--- config.mk ---
export PLATFORM = sky130hd
export DESIGN_NAME = idma_desc64_addr_arbiter_flat
export DESIGN_NICKNAME = d
export VERILOG_FILES = /design/src/rtl/idma_desc64_addr_arbiter_if.sv /design/src/rtl/idma_desc64_addr_arbiter.sv /design/src/flat_wrapper.sv
export SDC_FILE = /design/constraint.sdc
export NUM_CORES = 1
export LEC_CHECK = 0
export BUFFER_PORTS_ARGS = -buffer_cell sky130_fd_sc_hd__buf_2
export CORE_MARGIN = 2
export CORE_UTILIZATION = 30
export DETAILED_ROUTE_END_ITERATION = 6
export MAX_ROUTING_LAYER = met4
export PLACE_DENSITY_LB_ADDON = 0.2
export SYNTH_ARGS = -nofsm -noshare
export SYNTH_HDL_FRONTEND = slang
export SYNTH_SLANG_ARGS = --single-unit
--- constraint.sdc ---
create_clock -name clk_i -period 2.25 [get_ports clk_i]
set_clock_uncertainty 0.05 [all_clocks]
set_input_delay 0.225 -clock clk_i [delete_from_list [all_inputs] [get_ports clk_i]]
set_output_delay 0.225 -clock clk_i [all_outputs]
set_load 0.01 [all_outputs]
--- src/rtl/idma_desc64_addr_arbiter_if.sv ---
// Bundle of the arbiter's submitter-side, descriptor-FIFO-side and completion signals.
// The arbiter connects through the slave modport; whoever drives it uses master.
interface idma_desc64_addr_arbiter_if #(
    parameter int unsigned NumReq    = 4,
    parameter int unsigned AddrWidth = 64,
    parameter int unsigned IdDepth   = 8
);
    localparam int unsigned CntWidth = $clog2(IdDepth + 1);

    logic [NumReq*AddrWidth-1:0] req_addr_i;
    logic [NumReq-1:0]           req_valid_i;
    logic [NumReq-1:0]           req_ready_o;
    logic [AddrWidth-1:0]        addr_o;
    logic                        addr_valid_o;
    logic                        addr_ready_i;
    logic                        done_i;
    logic [NumReq-1:0]           done_o;
    logic                        spurious_o;
    logic [CntWidth-1:0]         inflight_o;
    logic                        busy_o;

    modport slave (
        input  req_addr_i, req_valid_i, addr_ready_i, done_i,
        output req_ready_o, addr_o, addr_valid_o, done_o, spurious_o, inflight_o, busy_o
    );

    modport master (
        output req_addr_i, req_valid_i, addr_ready_i, done_i,
        input  req_ready_o, addr_o, addr_valid_o, done_o, spurious_o, inflight_o, busy_o
    );
endinterface

--- src/rtl/idma_desc64_addr_arbiter.sv ---
// Round-robin arbiter sharing the desc64 descriptor-address input between NumReq
// submitters. Granted addresses go through a one-entry output slot; an in-order ID
// FIFO remembers the owner of every granted descriptor so completion pulses can be
// routed back to the right submitter.
module idma_desc64_addr_arbiter #(
    parameter int unsigned NumReq    = 4,
    parameter int unsigned AddrWidth = 64,
    parameter int unsigned IdDepth   = 8
) (
    input  logic                       clk_i,
    input  logic                       rst_ni,
    idma_desc64_addr_arbiter_if.slave  bus
);
    localparam int unsigned IdxWidth = $clog2(NumReq);
    localparam int unsigned PtrWidth = $clog2(IdDepth);
    localparam int unsigned CntWidth = $clog2(IdDepth + 1);

    // Output slot and round-robin state
    logic [AddrWidth-1:0] addr_reg;
    logic                 addr_valid_reg;
    logic [IdxWidth-1:0]  ptr_reg;

    // ID FIFO
    logic [IdxWidth-1:0]  id_mem [IdDepth];
    logic [PtrWidth-1:0]  wr_ptr_reg;
    logic [PtrWidth-1:0]  rd_ptr_reg;
    logic [CntWidth-1:0]  count_reg;

    // Completion pulses
    logic [NumReq-1:0]    done_reg;
    logic [NumReq-1:0]    done_next;
    logic                 spurious_reg;

    logic [AddrWidth-1:0] port_addr [NumReq];
    logic [IdxWidth-1:0]  winner;
    logic                 found;
    logic                 slot_free;
    logic                 fifo_full;
    logic                 fifo_empty;
    logic                 grant;
    logic                 pop;
    logic [IdxWidth-1:0]  head_id;
    logic [PtrWidth-1:0]  wr_ptr_inc;
    logic [PtrWidth-1:0]  rd_ptr_inc;

    // Unpack the flat address bus and build the one-hot ready / completion vectors
    for (genvar gi = 0; gi < NumReq; gi++) begin : g_port
        assign port_addr[gi]       = bus.req_addr_i[gi*AddrWidth +: AddrWidth];
        assign bus.req_ready_o[gi] = grant && (winner == IdxWidth'(gi));
        assign done_next[gi]       = pop && (head_id == IdxWidth'(gi));
    end

    // Winner search: first valid port starting one past the last winner, with wrap
    always_comb begin
        int idx;
        found  = 1'b0;
        winner = '0;
        idx    = 0;
        for (int k = 1; k <= int'(NumReq); k++) begin
            idx = (int'(ptr_reg) + k) % int'(NumReq);
            if (!found && bus.req_valid_i[IdxWidth'(idx)]) begin
                found  = 1'b1;
                winner = IdxWidth'(idx);
            end
        end
    end

    // A full FIFO blocks grants even if a completion pops it this cycle; reset
    // also masks the grant so req_ready_o reads zero while held in reset.
    assign slot_free  = !addr_valid_reg || bus.addr_ready_i;
    assign fifo_full  = (count_reg == CntWidth'(IdDepth));
    assign fifo_empty = (count_reg == '0);
    assign grant      = rst_ni && slot_free && !fifo_full && found;
    assign pop        = bus.done_i && !fifo_empty;
    assign head_id    = id_mem[rd_ptr_reg];
    assign wr_ptr_inc = (wr_ptr_reg == PtrWidth'(IdDepth - 1)) ? '0 : wr_ptr_reg + 1'b1;
    assign rd_ptr_inc = (rd_ptr_reg == PtrWidth'(IdDepth - 1)) ? '0 : rd_ptr_reg + 1'b1;

    // Output slot: load on grant, drain on handshake, otherwise hold
    always_ff @(posedge clk_i or negedge rst_ni) begin
        if (!rst_ni) begin
            addr_reg       <= '0;
            addr_valid_reg <= 1'b0;
            ptr_reg        <= IdxWidth'(NumReq - 1);
        end else if (grant) begin
            addr_reg       <= port_addr[winner];
            addr_valid_reg <= 1'b1;
            ptr_reg        <= winner;
        end else if (bus.addr_ready_i) begin
            addr_valid_reg <= 1'b0;
        end
    end

    // ID storage: no reset needed, entries are only read while counted as valid
    always_ff @(posedge clk_i) begin
        if (grant) begin
            id_mem[wr_ptr_reg] <= winner;
        end
    end

    // ID FIFO pointers and fill level
    always_ff @(posedge clk_i or negedge rst_ni) begin
        if (!rst_ni) begin
            wr_ptr_reg <= '0;
            rd_ptr_reg <= '0;
            count_reg  <= '0;
        end else begin
            if (grant) begin
                wr_ptr_reg <= wr_ptr_inc;
            end
            if (pop) begin
                rd_ptr_reg <= rd_ptr_inc;
            end
            case ({grant, pop})
                2'b10:   count_reg <= count_reg + 1'b1;
                2'b01:   count_reg <= count_reg - 1'b1;
                default: count_reg <= count_reg;
            endcase
        end
    end

    // Registered one-cycle completion and spurious pulses
    always_ff @(posedge clk_i or negedge rst_ni) begin
        if (!rst_ni) begin
            done_reg     <= '0;
            spurious_reg <= 1'b0;
        end else begin
            done_reg     <= done_next;
            spurious_reg <= bus.done_i && fifo_empty;
        end
    end

    assign bus.addr_o       = addr_reg;
    assign bus.addr_valid_o = addr_valid_reg;
    assign bus.done_o       = done_reg;
    assign bus.spurious_o   = spurious_reg;
    assign bus.inflight_o   = count_reg;
    assign bus.busy_o       = (count_reg != '0) || addr_valid_reg;
endmodule

--- src/flat_wrapper.sv ---
// flat-port wrapper written by rule: the top's interface ports become plain ports
module idma_desc64_addr_arbiter_flat 
#(
    parameter int unsigned NumReq    = 4,
    parameter int unsigned AddrWidth = 64,
    parameter int unsigned IdDepth   = 8
)
  (clk_i, rst_ni, bus_req_addr_i, bus_req_valid_i, bus_addr_ready_i, bus_done_i, bus_req_ready_o, bus_addr_o, bus_addr_valid_o, bus_done_o, bus_spurious_o, bus_inflight_o, bus_busy_o);
  idma_desc64_addr_arbiter_if #(.NumReq(NumReq), .AddrWidth(AddrWidth), .IdDepth(IdDepth)) bus_i ();
  input  logic clk_i;
  input  logic rst_ni;
  input wire logic [$bits(bus_i.req_addr_i)-1:0] bus_req_addr_i;
  input wire logic [$bits(bus_i.req_valid_i)-1:0] bus_req_valid_i;
  input wire logic [$bits(bus_i.addr_ready_i)-1:0] bus_addr_ready_i;
  input wire logic [$bits(bus_i.done_i)-1:0] bus_done_i;
  output wire logic [$bits(bus_i.req_ready_o)-1:0] bus_req_ready_o;
  output wire logic [$bits(bus_i.addr_o)-1:0] bus_addr_o;
  output wire logic [$bits(bus_i.addr_valid_o)-1:0] bus_addr_valid_o;
  output wire logic [$bits(bus_i.done_o)-1:0] bus_done_o;
  output wire logic [$bits(bus_i.spurious_o)-1:0] bus_spurious_o;
  output wire logic [$bits(bus_i.inflight_o)-1:0] bus_inflight_o;
  output wire logic [$bits(bus_i.busy_o)-1:0] bus_busy_o;
  assign bus_i.req_addr_i = bus_req_addr_i;
  assign bus_i.req_valid_i = bus_req_valid_i;
  assign bus_i.addr_ready_i = bus_addr_ready_i;
  assign bus_i.done_i = bus_done_i;
  assign bus_req_ready_o = bus_i.req_ready_o;
  assign bus_addr_o = bus_i.addr_o;
  assign bus_addr_valid_o = bus_i.addr_valid_o;
  assign bus_done_o = bus_i.done_o;
  assign bus_spurious_o = bus_i.spurious_o;
  assign bus_inflight_o = bus_i.inflight_o;
  assign bus_busy_o = bus_i.busy_o;
  idma_desc64_addr_arbiter #(.NumReq(NumReq), .AddrWidth(AddrWidth), .IdDepth(IdDepth)) u_core (.clk_i(clk_i), .rst_ni(rst_ni), .bus(bus_i));
endmodule
======== Word level (Yosys, flattened, before mapping) ========
Memory sizes are Yosys's and may differ from the RTL's.
Cells that the tools add are included.
storage, ports and cells
  memories ................................ 1
  flip-flop bits (word level) ............. 82
  bits of input ports ..................... 264
  logic and storage cells ................. 94
  output and inout bits ................... 79
  bits in writable memories ............... 16
memories
  memory         words  width  rd ports  clocked after memory_dff  wr ports  line                            text
  u_core.id_mem  8      2      1         0                         1         idma_desc64_addr_arbiter.sv:24  logic [IdxWidth-1:0] id_mem [IdDepth];
cells by class
  add/sub/neg operators ................... 8
  equal/unequal tests ..................... 11
  multiplexer cells ....................... 30
  reductions and logical operators ........ 30
  $lt $le $gt $ge ......................... 5
  bitwise logic cells ..................... 1
operators by type and width
  cell                   count
  $bmux W64 S2           1
  $mux W64               2
  $logic_and A1 B1 Y1    16
  $lt A2 B4 Y1 const B   4
  $mux W1                16
  $eq A2 B2 Y1 const B   5
  $bmux W1 S2            4
  $mux W2                4
  $pmux W4 S2            1
  $add A3 B1 Y3 const B  2
  $eq A2 B1 Y1 const B   3
  $eq A3 B3 Y1 const B   2
  $logic_not A1 Y1       6
  $mux W3                2
  $add A2 B1 Y2 const B  2
  $add A2 B2 Y2 const B  2
  $add A4 B1 Y4 const B  1
  $eq A4 B4 Y1 const B   1
  $logic_not A2 Y1       2
  $logic_not A4 Y1       1
  $reduce_bool A2 Y1     2
  $reduce_bool A4 Y1     1
  $sub A4 B1 Y4 const B  1
  $ge A3 B3 Y1 const B   1
  2 further kinds        3

======== Logic depth before layout (Yosys ltp) ========
  depth after elaboration ................. 18
  gate-level depth with buffers ........... 14

======== Worst setup path after synthesis ========
OpenSTA, ideal clock, no wires.
  path type ............................... register -> register
  start ................................... register u_core.count_reg[1] (netlist: u_core.bus.inflight_o[1])
  end ..................................... register u_core.count_reg[2] (netlist: u_core.bus.inflight_o[2])
  path slack .............................. -0.256 ns
  clock period less this slack ............ 2.506 ns
  required time ........................... 2.070 ns
  buffers on the path ..................... 3
  data arrival time ....................... 2.325 ns
  stages on the path, launching flop included .. 15
  cell sequence ........................... dfrtp_1 buf_2 nor3_1 nand2_1 and4_1 buf_2 inv_2 buf_2 ha_1 xor2_1 ha_1 a21oi_1 xor2_1 nor2_1 xor2_1
between the ends
  cells in the longest elaborated chain, start to end .. 6
ends and longest elaborated chain
  item                                               line                             text
  start: declaration                                 idma_desc64_addr_arbiter.sv:27   logic [CntWidth-1:0] count_reg;
  start signal: assignment                           idma_desc64_addr_arbiter.sv:115  2'b10: count_reg <= count_reg + 1'b1;
  start signal: assignment                           idma_desc64_addr_arbiter.sv:116  2'b01: count_reg <= count_reg - 1'b1;
  start signal: assignment                           idma_desc64_addr_arbiter.sv:117  default: count_reg <= count_reg;
  $eq A4 B4 Y1                                       idma_desc64_addr_arbiter.sv:71   assign fifo_full = (count_reg == CntWidth'(IdDepth));
  $logic_not A1 Y1                                   idma_desc64_addr_arbiter.sv:73   assign grant = rst_ni && slot_free && !fifo_full && found;
  $logic_and A1 B1 Y1 (2 in a row)                   idma_desc64_addr_arbiter.sv:73
  $eq A2 B1 Y1 or $eq A2 B2 Y1 (tied branches)       idma_desc64_addr_arbiter.sv:114  case ({grant, pop})
  $pmux W4 S2 or $reduce_bool A2 Y1 (tied branches)  -
Several ways; a longest one is shown, not always the timed one.
A chain may end at the register's enable or synchronous reset.

======== Worst setup path after layout ========
  start ................................... register u_core.ptr_reg[0]
  end ..................................... output bus_req_ready_o[2]
between the ends
  cells in the longest elaborated chain, start to end .. 16
ends and longest elaborated chain
  item                                        line                            text
  start: declaration                          idma_desc64_addr_arbiter.sv:21  logic [IdxWidth-1:0] ptr_reg;
  start signal: assignment                    idma_desc64_addr_arbiter.sv:84  ptr_reg <= IdxWidth'(NumReq - 1);
  start signal: assignment                    idma_desc64_addr_arbiter.sv:88  ptr_reg <= winner;
  $add A2 B1 Y2                               idma_desc64_addr_arbiter.sv:60  idx = (int'(ptr_reg) + k) % int'(NumReq);
  $bmux W1 S2                                 idma_desc64_addr_arbiter.sv:61  if (!found && bus.req_valid_i[IdxWidth'(idx)]) begin
  $mux W1 (not written as such) (2 in a row)  idma_desc64_addr_arbiter.sv:61
  $mux W1                                     idma_desc64_addr_arbiter.sv:61
  $logic_not A1 Y1                            idma_desc64_addr_arbiter.sv:61
  $logic_and A1 B1 Y1                         idma_desc64_addr_arbiter.sv:61
  $mux W1                                     idma_desc64_addr_arbiter.sv:61
  $logic_not A1 Y1                            idma_desc64_addr_arbiter.sv:61
  $logic_and A1 B1 Y1                         idma_desc64_addr_arbiter.sv:61
  $mux W1                                     idma_desc64_addr_arbiter.sv:61
  $logic_not A1 Y1                            idma_desc64_addr_arbiter.sv:61
  $logic_and A1 B1 Y1                         idma_desc64_addr_arbiter.sv:61
  $mux W2 *                                   idma_desc64_addr_arbiter.sv:61
  via u_core.winner[1]                        idma_desc64_addr_arbiter.sv:35  logic [IdxWidth-1:0] winner;
  $eq A2 B2 Y1 *                              idma_desc64_addr_arbiter.sv:49  assign bus.req_ready_o[gi] = grant && (winner == IdxWidth'(gi));
  $logic_and A1 B1 Y1 *                       idma_desc64_addr_arbiter.sv:49
  end: declaration                            flat_wrapper.sv:16              output wire logic [$bits(bus_i.req_ready_o)-1:0] bus_req_ready_o;
Mark *: on every way through the listed nets, which the timed path passes. The rest lies on a longest branch. The select of a mux whose other input is x is not followed.

==> flow_results.org <==
** Run status
- Result of the run :: complete, no violations

** Clock tree
- After clock tree synthesis, the clock-pin slew on the worst setup and hold paths is around 0.070 ns.
- Number of clock buffers inserted by TritonCTS :: 9
- CTS Root Cell :: sky130_fd_sc_hd__clkbuf_16
- Clock sinks :: 98
- CTS built an H-tree with a depth of 3.
- The longest clock path from root to sink contains 2 buffers.
- Source-to-sink clock delay at the later pin of the worst-skew pair :: 0.34 ns
- Clock tree from TritonCTS :: yes

** STA
- In the post-route analysis, the smallest setup slack over all paths is 0.109 ns.
- Final critical-path required period :: around 2.1 ns
- Min Hold Slack :: 0.0841 ns
- The count of endpoints failing hold in the final timing report came to 0.
- At the pin with the least slew margin, the transition time is roughly 0.63 ns.
- Max Clock Freq :: 467 MHz
- In this run the tightest slew margin relative to its limit is 57.8%.
- Count of pins over their slew limit :: 0
- In the finished design, the share of the clock period the worst path needs comes to a little over nine tenths.
- Setup violations remaining at the end of the flow were counted as 0.

** Logic synthesis
- Cells after Synth :: between 400 and 500
- In this run, distinct cell masters in the synthesized netlist total 41.
- Yosys warning total :: 0
- The synthesized netlist occupies a cell area of roughly 5700 µm².
- Dividing the synthesized area by the synthesized cell count gives 11.6 µm².
- Synthesis inferred 98 register bits.
- Among all flip-flop cells after synthesis, the most frequent one is sky130_fd_sc_hd__dfrtp_1.
- Synthesis produced a netlist with a net count of 766.
- Of all flip-flops after synthesis, the portion carrying an async set or reset was 83.7%.
- Summing the sequential cell areas from Yosys gives between 40 and 50% of the chip area.
- The synthesized design contains 16 enable-type register cells.

** GRT
- Maximum number of pins on one net before global-route repair :: 48
- Via count of the first global-routing pass :: 5,430
- For this run, the total global-route usage over all layers was measured as 18.5%.
- Number of antenna violations at the first check in global routing :: 0
- Total grt overflow :: 0
- The first global-routing pass estimated 28.2 mm of wire.

** Drt
- For this block, the initial DRC count from the detailed router was about 120.
- Detail-routed via count per cell :: between 4 and 5
- Per-cell routed wire length :: ~18 µm
- Detailed-route via count :: around 5,400
- The first detailed-routing pass took 5 iterations.
- DRT antenna net count :: 0
- Total routed wirelength :: 19.5 mm
- After detailed routing, the number of remaining DRC violations is 0.

** Setup path
- Master of the slowest instance on the critical path :: sky130_fd_sc_hd__dfstp_2
- Worst r2r path cells :: 7
- CP Data Required Time :: between 1.5 and 2 ns
- The most numerous cell type found on the critical path is sky130_fd_sc_hd__nor2_1.
- Walking the worst path, the cells encountered are nand2b_1 > o22ai_1 > nor2_1 > nand2_4 > buf_12 > nor2_1 > buf_2.
- Data arrival at the endpoint of the critical path :: 1.87 ns
- Category of the critical setup timing path :: flop to primary output
- The worst register-to-register path begins at u_core.ptr_reg[0]$_DFFE_PN1P_.
- Launching element of the worst setup path :: u_core.ptr_reg[0]$_DFFE_PN1P_
- CP Launch Type :: flop
- Critical path peak fanout :: 4
- Largest stage delay on the critical path :: 0.56 ns
- Critical Path End Type :: primary output

** Floorplanning
- Die height :: 142 µm
- Placement row count :: 50
- Core outline area :: about 19,000 µm²
- 343 I/O pins were placed.
- Starting density of the core :: a little under a third
- The die covers just over 20,000 µm².
- The floorplan step set the die width to 142 µm.

** Final layout
- Share of final-layout standard cells stronger than drive strength 1 :: 49.0%
- Non-filler cells, final :: 1,095
- Final net count :: 1,126
- Most common cell after layout, fill and taps aside :: sky130_fd_sc_hd__buf_2
- Relative to the synthesized area, the layout overhead comes to 42.1%.
- The register with the most flip-flops in the layout has 64 of them.
- Once layout is complete, the utilization of the core stands at approximately 44%.
- Commonest non-fill, non-tap cells in the layout :: sky130_fd_sc_hd__buf_2, sky130_fd_sc_hd__mux2i_1, sky130_fd_sc_hd__nand2_1, sky130_fd_sc_hd__dfrtp_1, sky130_fd_sc_hd__o221ai_1

** Flow run
- The tool flagged a number of max-cap violations equal to 0.

** Power and ir drop
- Power per standard cell area :: 1200 nW/µm²
- Across the VDD grid, the largest voltage drop is between 400 and 500 µV.
- For this design the static power due to leakage is 0.00427 µW.

** Min path
- Hold Startpoint :: bus_addr_ready_i
- Along the worst hold path, the cell count comes to 3.
- The worst hold path belongs to the class primary input to flop.

** Place
- The congestion estimate from routability-driven global placement came to 0.798.
- The count of buffers added on input and output ports is 342.
- Once detailed placement completed, the half-perimeter wirelength came to 14.7 mm.
- Worst setup slack before clock tree synthesis :: 0.0684 ns
- Including well taps, the total number of placed cells is about 1,100.
## critical path: cells and delay by family (launching register included)
kind / cells / cell delay, ns
and+or+nand+nor: 4 / 0.55
buffers and inverters: 2 / 0.28
AOI/OAI and AO/OA: 1 / 0.14
DFF: 1 / 0.56
## area by class of cell
type                            instances  area (µm²)
Antenna cell                            1        2.50
Clock buffer                           10         229
Clock inverter                          6        88.8
Fill cell                            1809       10600
Inverter                                5        18.8
Multi-Input combinational cell        353        2810
Sequential cell                        98        2540
Tap cell                              234         293
Timing Repair Buffer                  388        2200
## logic make-up after synthesis
kind of cell,after synthesis,synth area share [%]
mux,135,24.4
simple gates,127,9.66
flops,98,44.1
compound gates,79,11.3
buf+inv,44,8.23
fa+ha+maj,7,1.52
xor+xnor,5,0.762
## cells in the mapped netlist, types with 2 or more instances
master / n / area, µm²
sky130_fd_sc_hd__xor2_1: 4 / 35.0
sky130_fd_sc_hd__a21oi_1: 4 / 20.0
sky130_fd_sc_hd__mux4_2: 4 / 90.1
sky130_fd_sc_hd__nand3b_1: 2 / 15.0
sky130_fd_sc_hd__nor2_1: 14 / 52.6
sky130_fd_sc_hd__nand2b_1: 7 / 43.8
sky130_fd_sc_hd__o221ai_1: 64 / 561
sky130_fd_sc_hd__nor3_1: 10 / 50.1
sky130_fd_sc_hd__edfxtp_1: 16 / 480
sky130_fd_sc_hd__o21ai_0: 4 / 20.0
sky130_fd_sc_hd__mux2i_1: 130 / 1300
sky130_fd_sc_hd__nor2b_1: 2 / 12.5
sky130_fd_sc_hd__dfstp_2: 2 / 52.6
sky130_fd_sc_hd__buf_6: 6 / 67.6
sky130_fd_sc_hd__buf_2: 8 / 40.0
sky130_fd_sc_hd__dfrtp_1: 80 / 2000
sky130_fd_sc_hd__nor4_1: 2 / 12.5
sky130_fd_sc_hd__clkbuf_1: 4 / 15.0
sky130_fd_sc_hd__o22ai_1: 2 / 12.5
sky130_fd_sc_hd__nand2_1: 84 / 315
sky130_fd_sc_hd__inv_1: 4 / 15.0
sky130_fd_sc_hd__ha_1: 7 / 87.6
sky130_fd_sc_hd__buf_4: 4 / 30.0
sky130_fd_sc_hd__buf_12: 11 / 220
sky130_fd_sc_hd__dlymetal6s2s_1: 2 / 25.0
sky130_fd_sc_hd__a21o_1: 3 / 22.5
## through the flow
step	total power [µW]	area, µm²	setup TNS [ns]
floorplan	6490	5810	0
global route	10500	8170	-0.00379
global placement	8030	7730	0
detailed placement	8060	7730	0
CTS	9790	8060	0
finish	9850	8170	0
## where the power goes
part | internal (µW) | switching (µW)
combinational | 2460 | 2620
sequential | 2590 | 497
clock | 978 | 702
total | 6030 | 3820
## path summary, 6_finish.rpt
| check | to | slack [ns] |
|---|---|---|
| worst max-delay path | bus_req_ready_o[2] | 0.11 |
| worst min-delay path | u_core.bus.addr_valid_o$_DFFE_PN0P_ | 0.08 |
| worst max register to register | u_core.bus.addr_o[32]$_DFFE_PN0P_ | 0.12 |
| worst min register to register | u_core.bus.addr_o[45]$_DFFE_PN0P_ | 0.43 |
| max in group asynchronous | u_core.bus.addr_o[15]$_DFFE_PN0P_ | 0.62 |
| min in group asynchronous | u_core.bus.addr_valid_o$_DFFE_PN0P_ | 0.51 |
## metal layers
| layer | part of all wire [%] | global-route usage, % |
|---|---|---|
| met5 | 0 | - |
| met2 | 52 | 32.5 |
| met1 | 41 | 21.9 |
| met4 | 1.6 | 5.47 |
| met3 | 5.4 | 2.89 |
## what timing repair did
item	CTS	global route
endpoints found under the setup margin	2	19
pin swaps	0	1
gates resized for setup	1	3
endpoints found under the hold margin	33	0
setup buffers	0	7
hold buffers	1	0
cloned	0	2
No activity file was read; power rests on OpenSTA's default activity.
